<file path="src/rtl/alu_controller_if.sv">
// ALU controller bus: request/instruction inputs, ALU return path and the
// controller's registered outputs. The Zero flag exists only when
// ALU_CONTROLLER_ZERO_FLAG_EN is defined.
interface alu_controller_if;
    logic       start;        // request to execute one instruction
    logic [2:0] instr;        // requested opcode
    logic [4:0] operand;      // requested data operand
    logic [4:0] alu_result;   // combinational result returned by the ALU
    logic [2:0] alu_op;       // opcode driven to the ALU
    logic [4:0] alu_data_in;  // registered operand driven to the ALU
    logic [4:0] r0_out;       // accumulator R0
    logic [1:0] count;        // completed-instruction counter
    logic       busy;         // high in EXEC and DONE
    logic       done;         // one-cycle completion pulse
`ifdef ALU_CONTROLLER_ZERO_FLAG_EN
    logic       zero;         // R0 == 0, registered alongside R0
`endif

    // Requester / ALU side: issues instructions and returns the ALU result.
    modport master (
        output start, instr, operand, alu_result,
        input  alu_op, alu_data_in, r0_out, count, busy, done
`ifdef ALU_CONTROLLER_ZERO_FLAG_EN
        , input zero
`endif
    );

    // Controller side.
    modport slave (
        input  start, instr, operand, alu_result,
        output alu_op, alu_data_in, r0_out, count, busy, done
`ifdef ALU_CONTROLLER_ZERO_FLAG_EN
        , output zero
`endif
    );
endinterface

</file>
<file path="src/rtl/alu_controller.sv">
// ALU controller: sequences one instruction at a time through a three-state
// FSM (IDLE -> EXEC -> DONE -> IDLE). An accepted request captures opcode and
// operand, the ALU result is written into accumulator R0 at the end of EXEC,
// and a completion counter (mod 4) advances on the same edge.
// Optional feature macro: ALU_CONTROLLER_ZERO_FLAG_EN adds a registered
// R0 == 0 flag on the bus; without it the flag and its logic are absent.
module alu_controller (
    input  logic            clk_i,
    input  logic            rst_i,
    alu_controller_if.slave bus
);

    typedef enum logic [1:0] {
        IDLE = 2'd0,
        EXEC = 2'd1,
        DONE = 2'd2
    } state_t;

    // Opcode presented to the ALU whenever no instruction is executing, so
    // the ALU simply reflects R0.
    localparam logic [2:0] OP_PASS = 3'b011;

    state_t     state_q, state_d;
    logic [2:0] op_q, op_d;
    logic [4:0] operand_q, operand_d;
    logic [4:0] r0_q, r0_d;
    logic [1:0] count_q, count_d;
`ifdef ALU_CONTROLLER_ZERO_FLAG_EN
    logic       zero_q, zero_d;
`endif

    logic accept;   // request taken at the coming edge
    logic retire;   // instruction completes at the coming edge

    assign accept = (state_q == IDLE) && bus.start;
    assign retire = (state_q == EXEC);

    // State register; reset overrides any transition.
    always_ff @(posedge clk_i) begin
        // NOTE: sequential state uses non-blocking assignments so every
        // register samples pre-edge values, independent of block ordering.
        if (rst_i) begin
            state_q <= IDLE;
        end else begin
            state_q <= state_d;
        end
    end

    // Next-state logic: EXEC and DONE each last exactly one cycle, and a
    // Start seen outside IDLE is dropped rather than queued.
    always_comb begin
        // NOTE: default assignment first so no path through the case leaves
        // state_d unassigned, which would infer a latch.
        state_d = state_q;
        case (state_q)
            IDLE:    if (bus.start) state_d = EXEC;
            EXEC:    state_d = DONE;
            DONE:    state_d = IDLE;
            default: state_d = IDLE;
        endcase
    end

    // Output logic: the captured opcode reaches the ALU only during EXEC.
    always_comb begin
        bus.alu_op = OP_PASS;
        bus.busy   = 1'b0;
        bus.done   = 1'b0;
        case (state_q)
            EXEC: begin
                bus.alu_op = op_q;
                bus.busy   = 1'b1;
            end
            DONE: begin
                bus.busy = 1'b1;
                bus.done = 1'b1;
            end
            default: ;
        endcase
    end

    // Datapath next values: capture on accept, write R0 and count on retire.
    always_comb begin
        op_d      = op_q;
        operand_d = operand_q;
        r0_d      = r0_q;
        count_d   = count_q;
        if (accept) begin
            op_d      = bus.instr;
            operand_d = bus.operand;
        end
        if (retire) begin
            // ALU result is taken as-is; count wraps naturally at 2 bits.
            r0_d    = bus.alu_result;
            count_d = count_q + 2'd1;
        end
    end

`ifdef ALU_CONTROLLER_ZERO_FLAG_EN
    // Zero flag tracks the value written into R0 on the same edge.
    always_comb begin
        zero_d = zero_q;
        if (retire) begin
            zero_d = (bus.alu_result == 5'd0);
        end
    end
`endif

    // Datapath registers; reset also aborts an instruction caught in EXEC.
    always_ff @(posedge clk_i) begin
        if (rst_i) begin
            op_q      <= OP_PASS;
            operand_q <= 5'd0;
            r0_q      <= 5'd0;
            count_q   <= 2'd0;
`ifdef ALU_CONTROLLER_ZERO_FLAG_EN
            zero_q    <= 1'b1;
`endif
        end else begin
            op_q      <= op_d;
            operand_q <= operand_d;
            r0_q      <= r0_d;
            count_q   <= count_d;
`ifdef ALU_CONTROLLER_ZERO_FLAG_EN
            zero_q    <= zero_d;
`endif
        end
    end

    // Registered values drive the bus directly; the operand holds between
    // instructions.
    assign bus.alu_data_in = operand_q;
    assign bus.r0_out      = r0_q;
    assign bus.count       = count_q;
`ifdef ALU_CONTROLLER_ZERO_FLAG_EN
    assign bus.zero        = zero_q;
`endif

endmodule

</file>
<file path="src/flat_wrapper.sv">
// flat-port wrapper written by rule: the top's interface ports become plain ports
module alu_controller_flat 
  (clk_i, rst_i, bus_start, bus_instr, bus_operand, bus_alu_result, bus_alu_op, bus_alu_data_in, bus_r0_out, bus_count, bus_busy, bus_done);
  alu_controller_if bus_i ();
  input  logic clk_i;
  input  logic rst_i;
  input wire logic [$bits(bus_i.start)-1:0] bus_start;
  input wire logic [$bits(bus_i.instr)-1:0] bus_instr;
  input wire logic [$bits(bus_i.operand)-1:0] bus_operand;
  input wire logic [$bits(bus_i.alu_result)-1:0] bus_alu_result;
  output wire logic [$bits(bus_i.alu_op)-1:0] bus_alu_op;
  output wire logic [$bits(bus_i.alu_data_in)-1:0] bus_alu_data_in;
  output wire logic [$bits(bus_i.r0_out)-1:0] bus_r0_out;
  output wire logic [$bits(bus_i.count)-1:0] bus_count;
  output wire logic [$bits(bus_i.busy)-1:0] bus_busy;
  output wire logic [$bits(bus_i.done)-1:0] bus_done;
  assign bus_i.start = bus_start;
  assign bus_i.instr = bus_instr;
  assign bus_i.operand = bus_operand;
  assign bus_i.alu_result = bus_alu_result;
  assign bus_alu_op = bus_i.alu_op;
  assign bus_alu_data_in = bus_i.alu_data_in;
  assign bus_r0_out = bus_i.r0_out;
  assign bus_count = bus_i.count;
  assign bus_busy = bus_i.busy;
  assign bus_done = bus_i.done;
  alu_controller u_core (.clk_i(clk_i), .rst_i(rst_i), .bus(bus_i));
endmodule
</file>
<file path="config.mk">
export PLATFORM = sky130hd
export DESIGN_NAME = alu_controller_flat
export DESIGN_NICKNAME = d
export VERILOG_FILES = /design/src/rtl/alu_controller_if.sv /design/src/rtl/alu_controller.sv /design/src/flat_wrapper.sv
export SDC_FILE = /design/constraint.sdc
export NUM_CORES = 1
export LEC_CHECK = 0
export CORE_ASPECT_RATIO = 1.1
export CORE_MARGIN = 3
export CORE_UTILIZATION = 41
export CTS_CLUSTER_SIZE = 16
export DETAILED_ROUTE_END_ITERATION = 6
export PLACE_DENSITY = 0.77
export SYNTH_ARGS = -nofsm -noshare
export SYNTH_HDL_FRONTEND = slang
export SYNTH_SLANG_ARGS = --single-unit
</file>
<file path="constraint.sdc">
create_clock -name clk_i -period 1.6 [get_ports clk_i]
set_clock_uncertainty 0.05 [all_clocks]
set_input_delay 0.32 -clock clk_i [delete_from_list [all_inputs] [get_ports clk_i]]
set_output_delay 0.32 -clock clk_i [all_outputs]
set_load 0.005 [all_outputs]
</file>
# Yosys cells after proc, flatten, opt, wreduce, memory -nomap -nowiden
# Cells that the tools add are included.
[classes]
add_sub_neg = 1
eq_ne = 3
muxes = 5
reduce_logical = 3
[op_table]
columns = ["operator", "n"]
rows = [
  ["2-bit one-hot mux with 2 select lines", 1],
  ["3-bit two-way mux", 1],
  ["2-bit by 1-bit adder with 2-bit output, second input constant", 1],
  ["2-bit by 1-bit equality test with 1-bit output, second input constant", 1],
  ["2-bit equality test, second input constant", 1],
  ["2-bit zero test", 1],
  ["1-bit two-way mux", 2],
  ["2-bit two-way mux", 1],
  ["2-bit != test, second input constant", 1],
  ["2-bit OR reduction", 1],
  ["1-bit logical AND", 1],
]
[word_totals]
reg_bits = 17
input_bits = 16
output_inout_bits = 17
elab_cells = 17

# Longest topological paths before layout
# Gate-level depths: netlist (run 1).
[logic_depth]
depth_word = 3
ltp_mapped = 6

# Least setup slack after synthesis (run 1)
# Ideal clock, no wire load.
[synth_path]
path_type = "register to register"
startpoint = "register u_core.state_q[0]"
endpoint = "register u_core.op_q[0]"
setup_ns = 0.120
arrival_time_ns = 1.164
required_time_ns = 1.430
setup_slack_ns = 0.266
stages_incl_launch_ff = 6
n_path_buf = 1
cell_sequence = "dfxtp_1 -> inv_1 -> ha_1 -> buf_6 -> and3_1 -> a211o_1"
[synth_via]
elab_chain_len = 2
[synth_lines]
columns = ["element", "line", "source"]
rows = [
  ["start: declaration", "alu_controller.sv:23", "state_t state_q, state_d;"],
  ["start signal: assignment", "alu_controller.sv:45", "state_q <= state_d;"],
  ["2-bit zero test", "alu_controller.sv:35", "assign accept = (state_q == IDLE) && bus.start;"],
  ["1-bit logical AND", "alu_controller.sv:35", ""],
  ["end signal: assignment", "alu_controller.sv:119", "op_q <= op_d;"],
  ["end: declaration", "alu_controller.sv:24", "logic [2:0] op_q, op_d;"],
]
# No other way between the ends.
# A chain may end at the register's enable or synchronous reset.

# Worst setup path after layout (run 1)
[layout_path]
startpoint = "register u_core.state_q[1]"
endpoint = "output port bus_done"
[layout_via]
elab_chain_len = 2
[layout_lines]
columns = ["element", "line", "source"]
rows = [
  ["2-bit equality test", "alu_controller.sv:68", "case (state_q)"],
  ["1-bit two-way mux", "alu_controller.sv:68", ""],
  ["end: declaration", "flat_wrapper.sv:16", "output wire logic [$bits(bus_i.done)-1:0] bus_done;"],
]
# No other way between the ends.

==> flow_metrics.py, run 1 <==
metrics = {
    "routing": {
        "drt_iter0_markers": 8,
        "vias": 684,
        "drc_errors": 0,
        "via_per_inst": 4.750,
        "ant_nets": 0,
        "wl_per_cell_um": 12.06,
        "routed_wl_um": 1737,
        "drt-pass1-iter-count": 4,
    },
    "sta": {
        "holdWs_ns": 0.4098,
        "fin_crit_ns": 1.553,
        "max_freq_mhz": 644.0,
        "setup_viol": 0,
        "hold_viol_final": 0,
        "min_period_over_period": 0.9705,
        "slew_headroom": 0.8314,
        "finalMaxSlewViolations": 0,
        "rsz0062_at_grt": "no",
        "tns_ns": 0,
        "tightest_slew_ns": 0.2529,
    },
    "worst_setup_path": {
        "arrival_ns": 1.18,
        "critical_path_class": "register to primary output",
        "worstPathRequired_ns": 1.23,
        "startpoint_type": "register",
        "worstPathMaxFanout": 2,
        "end_kind": "primary output",
    },
    "die": {
        "start_util": 0.4464,
        "dieWidth_um": 48.47,
        "num_rows": 16,
        "die_area_mm2": 0.002555,
        "core_area_mm2": 0.001822,
        "ios": 33,
        "die_h_um": 52.71,
    },
    "global_routing": {
        "grt_pass1_vias": 699,
        "grt_max_degree": 13,
        "grt_overflow_total": 0,
        "grt_pass1_wl_um": 2960,
        "grt_use_total": 0.1516,
        "antenna_found_initial": 0,
    },
    "logic_synthesis": {
        "ys_seq_area_frac": 0.4185,
        "synth.avg_cell_area_um2": 10.29,
        "synth_area_um2": 813.3,
        "synth_cell_types": 25,
        "postSynthCellCount": 79,
        "ys_ff_latch": 17,
        "yosysWarnings": 0,
        "syn_nets": 100,
    },
    "hold_path": {
        "hold_path.class": "register to register",
    },
    "final_layout": {
        "layoutNonFillerInstCount": 144,
        "finish.instance_area_mm2": 0.001206,
        "final_cell_mix": "clkdlybuf4s50_1, dfxtp_1, buf_4",
        "fin_util": 0.6621,
        "final_nets": 139,
        "n_antenna_cell": 0,
        "layout-drive-gt1-share": 0.2308,
        "layout.cells.most_common": "clkdlybuf4s50_1",
        "area_growth_pct": 48.31,
    },
    "outcome": {
        "status": "completed",
    },
    "cts": {
        "ctsRootBufferMaster": "clkbuf_4",
        "ctsResizeCount": 14,
        "clk_latency_ns": 0.28,
        "cts.sinks": 17,
        "path_clk_slew_ns": 0.10,
        "numCtsBuffers": 3,
        "ctsLongestPathBuffers": 2,
        "post_cts_buffers": 0,
        "cts_tree": "done",
        "hold_buffers": 0,
        "htree_levels": 1,
    },
    "run": {
        "drv_cap": 0,
    },
    "power_and_ir_drop": {
        "ir_drop_mv": 0.5634,
        "power.density_mw_per_mm2": 1007,
        "total_leakage_power_uw": 0.0004758,
    },
    "placed_design": {
        "place_inst": 140,
        "io_buffers": 32,
        "dp.final_hpwl_um": 1340,
        "gp_congestion": 0.6639,
        "dpl-instance-area_mm2": 0.001175,
    },
}
==> layout make-up <==
cell class | count | area, um^2
fillers | 146 | 615.6
inverters | 2 | 7.507
clock buffers | 4 | 26.28
multi-input cells | 53 | 417.9
well taps | 27 | 33.78
repair buffers | 41 | 374.1
flip-flops and latches | 17 | 346.6
==> metrics by stage <==
step | total power [uW] | worst slack (ns)
CTS | 1232 | 0.02441
global route | 1299 | 0.007197
floorplan | 811.0 | 0.2660
finish | 1214 | 0.04716
global placement | 991.2 | -0.01466
detailed placement | 1004 | -0.03234
==> final timing paths <==
path | startpoint | end | slack [ns] | depth (start not counted)
min | u_core.op_q[1] | u_core.op_q[1] | 0.41 | 1
max reg2reg | u_core.state_q[0] | u_core.state_q[0] | 0.17 | 5
max | u_core.state_q[1] | bus_done | 0.05 | 3
min reg2reg | u_core.op_q[1] | u_core.op_q[1] | 0.41 | 1
==> routing by layer <==
layer  GRT usage  wire, um  vias to the layer above
met5           0         0                        -
met4     0.07109        18                        0
met3     0.04274        95                        2
met2      0.2867       924                       18
met1      0.1561       699                      319
li1            -         -                      345
==> critical path: stages (launching register included) <==
cell and delay, ns:
dfxtp_2 0.34, buf_4 0.13, ha_1 0.17, dlygate4sd2_1 0.26
==> cells by family (layout without fill, tap and decap cells) <==
family	Yosys count	after routing	synth area share
AO/OA/AOI/OAI	18	18	0.1815
XOR/XNOR	1	1	0.01077
adder cells (fa/ha/maj)	5	5	0.07692
buffers and inverters	9	47	0.08307
flip-flops	17	17	0.4185
multiplexers	5	5	0.06154
AND/OR/NAND/NOR	24	24	0.1677
==> flip-flops by register name, summed over array words and instances (netlist names) <==
register,count
u_core.op_q,3
u_core.state_q,2
u_core.bus.r0_out,5
u_core.bus.alu_data_in,5
u_core.bus.count,2
==> power by group <==
part	total, uW	leakage (uW)	switching (uW)	internal, uW
clock	219	0.0000150	123	96.6
sequential	533	0.000141	41.8	492
combinational	462	0.000320	193	269
==> synthesized netlist by cell type (all sizes together) <==
master,instances,area share
nor2,6,0.028
a21bo,7,0.086
nand4bb,2,0.028
ha,5,0.077
and3,2,0.015
xnor2,1,0.011
inv,2,0.0092
a211o,2,0.022
nor2b,1,0.0077
a21oi,7,0.062
and2,1,0.0077
nand2b,4,0.031
mux2i,5,0.062
buf,7,0.074
o21ai,2,0.012
nand3b,1,0.0092
nand2,1,0.0046
dfxtp,17,0.42
nand3,6,0.037
(Power assumes the default switching activity.)
==> run 2, diff against run 1 <==
- HOLD_SLACK_MARGIN: not set -> 0.05
==> results of run 2 <==
Same layout as run 1: the final DEF is identical, and so are final timing and power.
==> run 3, diff against run 2 <==
- CORE_ASPECT_RATIO: 1.1 -> not set
==> run 3 against run 2 <==
  * Via count is 0.29% higher
  * Combinational power is 0.9% lower
  * First-iteration DRC count is 25% lower
  * Largest power group unchanged
==> flow_metrics.py, run 3 (synthesis gave the netlist of run 1 again) <==
metrics = {
    "final_layout": {
        "final_cell_mix": "clkdlybuf4s50_1, dfxtp_1, buf_4",
        "area_growth_pct": 48.00,
        "finish.instance_area_mm2": 0.001204,
        "layout.cells.most_common": "clkdlybuf4s50_1",
        "layout-drive-gt1-share": 0.2308,
        "n_antenna_cell": 0,
        "n_fill_cell": 153,
        "final_nets": 139,
    },
    "routing": {
        "drt-pass1-iter-count": 4,
        "ant_nets": 0,
        "via_per_inst": 4.831,
        "drt_iter0_markers": 6,
        "vias": 686,
        "wl_per_cell_um": 11.59,
        "drc_errors": 0,
        "routed_wl_um": 1646,
    },
    "global_routing": {
        "grt_max_degree": 16,
        "grt_overflow_total": 0,
        "grt_pass1_wl_um": 2835,
        "antenna_found_initial": 0,
        "grt_use_total": 0.1444,
        "grt_pass1_vias": 651,
    },
    "placed_design": {
        "dp.final_hpwl_um": 1300,
        "io_buffers": 32,
        "gp_congestion": 0.7053,
        "dpl-instance-area_mm2": 0.001172,
        "place_ws_ns": -0.02450,
    },
    "worst_setup_path": {
        "cp_cell_sequence": "buf_4 -> ha_1 -> dlygate4sd2_1",
        "arrival_ns": 1.17,
        "cp_top_family": "buffers and inverters",
        "worstPathMaxFanout": 2,
        "cp_slowest_cell": "dfxtp_2",
        "path_buf_inv": 2,
        "critPathMaxStageDelay_ns": 0.34,
        "critical_path_class": "register to primary output",
        "worstPathRequired_ns": 1.23,
        "startpoint_type": "register",
        "end_kind": "primary output",
    },
    "power_and_ir_drop": {
        "sequentialPowerShare": 0.439,
        "ir_drop_mv": 0.6238,
        "p_total_uw": 1216,
        "p_comb_frac": 0.377,
        "power.internal_uw": 856.3,
        "total_leakage_power_uw": 0.0004758,
        "pwr-share-clk": 0.184,
        "switching_share": 0.2959,
        "p_switching_uw": 359.9,
        "power.density_mw_per_mm2": 1010,
    },
    "sta": {
        "fin_ws_ns": 0.05955,
        "setup_viol": 0,
        "hold_viol_final": 0,
        "max_freq_mhz": 649.2,
        "tightest_slew_ns": 0.2580,
        "fin_crit_ns": 1.540,
        "finalMaxSlewViolations": 0,
        "min_period_over_period": 0.9628,
        "rsz0062_at_grt": "no",
        "slew_headroom": 0.8275,
    },
    "die": {
        "dieWidth_um": 50.54,
        "ios": 33,
        "die_h_um": 50.54,
        "die_area_mm2": 0.002554,
        "start_util": 0.4514,
        "core_area_mm2": 0.001802,
        "num_rows": 15,
    },
    "cts": {
        "post_cts_buffers": 0,
        "numCtsBuffers": 3,
        "clk_latency_ns": 0.28,
        "ctsRootBufferMaster": "clkbuf_4",
        "cts.sinks": 17,
        "htree_levels": 1,
        "path_clk_slew_ns": 0.10,
        "cts_tree": "done",
        "ctsLongestPathBuffers": 2,
    },
    "outcome": {
        "status": "completed",
    },
    "hold_path": {
        "hold_path.class": "register to register",
    },
    "run": {
        "drv_cap": 0,
    },
}
run 3: power groups by stage:
stage                     sequential (uW)  clock, uW  combinational [uW]
after floorplan                       533          0                 278
after global placement                529          0                 460
after detailed placement              533          0                 469
after CTS                             535        231                 470
after global routing                  543        258                 506
final                                 534        224                 458
run 3: repair_timing:
action / CTS / global route
gates resized for setup: 15 / 2
setup endpoints to repair: 6 / 2
hold endpoints to repair: 0 / 0
hold buffers: 0 / 0
pin swaps: 0 / 0
run 3: layout make-up:
class                           count  area, um^2  area share
Inverter                            2       7.507    0.006237
Tap cell                           25       31.28     0.02599
Multi-Input combinational cell     53       417.9      0.3472
Clock buffer                        4       26.28     0.02183
Timing Repair Buffer               41       374.1      0.3108
Sequential cell                    17       346.6      0.2879
run 3: metrics by stage:
stage	hold WS, ns	TNS, ns	cells	util
finish	0.4176	0	142	0.6681
global route	0.4433	0	142	0.6681
CTS	0.4155	-0.0006243	142	0.6736
detailed placement	0.3914	-0.02450	138	0.6507
global placement	0.3938	-0.009730	138	0.6507
floorplan	0.3763	0	79	-
run 3: final timing paths:
check | start | slack, ns | depth (start not counted) | to
max | u_core.state_q[1] | 0.06 | 3 | bus_done
min | u_core.op_q[0] | 0.42 | 1 | u_core.op_q[0]
min reg2reg | u_core.op_q[0] | 0.42 | 1 | u_core.op_q[0]
max reg2reg | u_core.state_q[0] | 0.28 | 5 | u_core.bus.alu_data_in[0]
run 3: routing by layer:
metal	GRT usage	up-vias	wire (um)
met5	0	-	0
met4	0.05381	0	12
met3	0.02967	2	94
met2	0.2391	18	802
met1	0.1835	317	736
li1	-	349	-
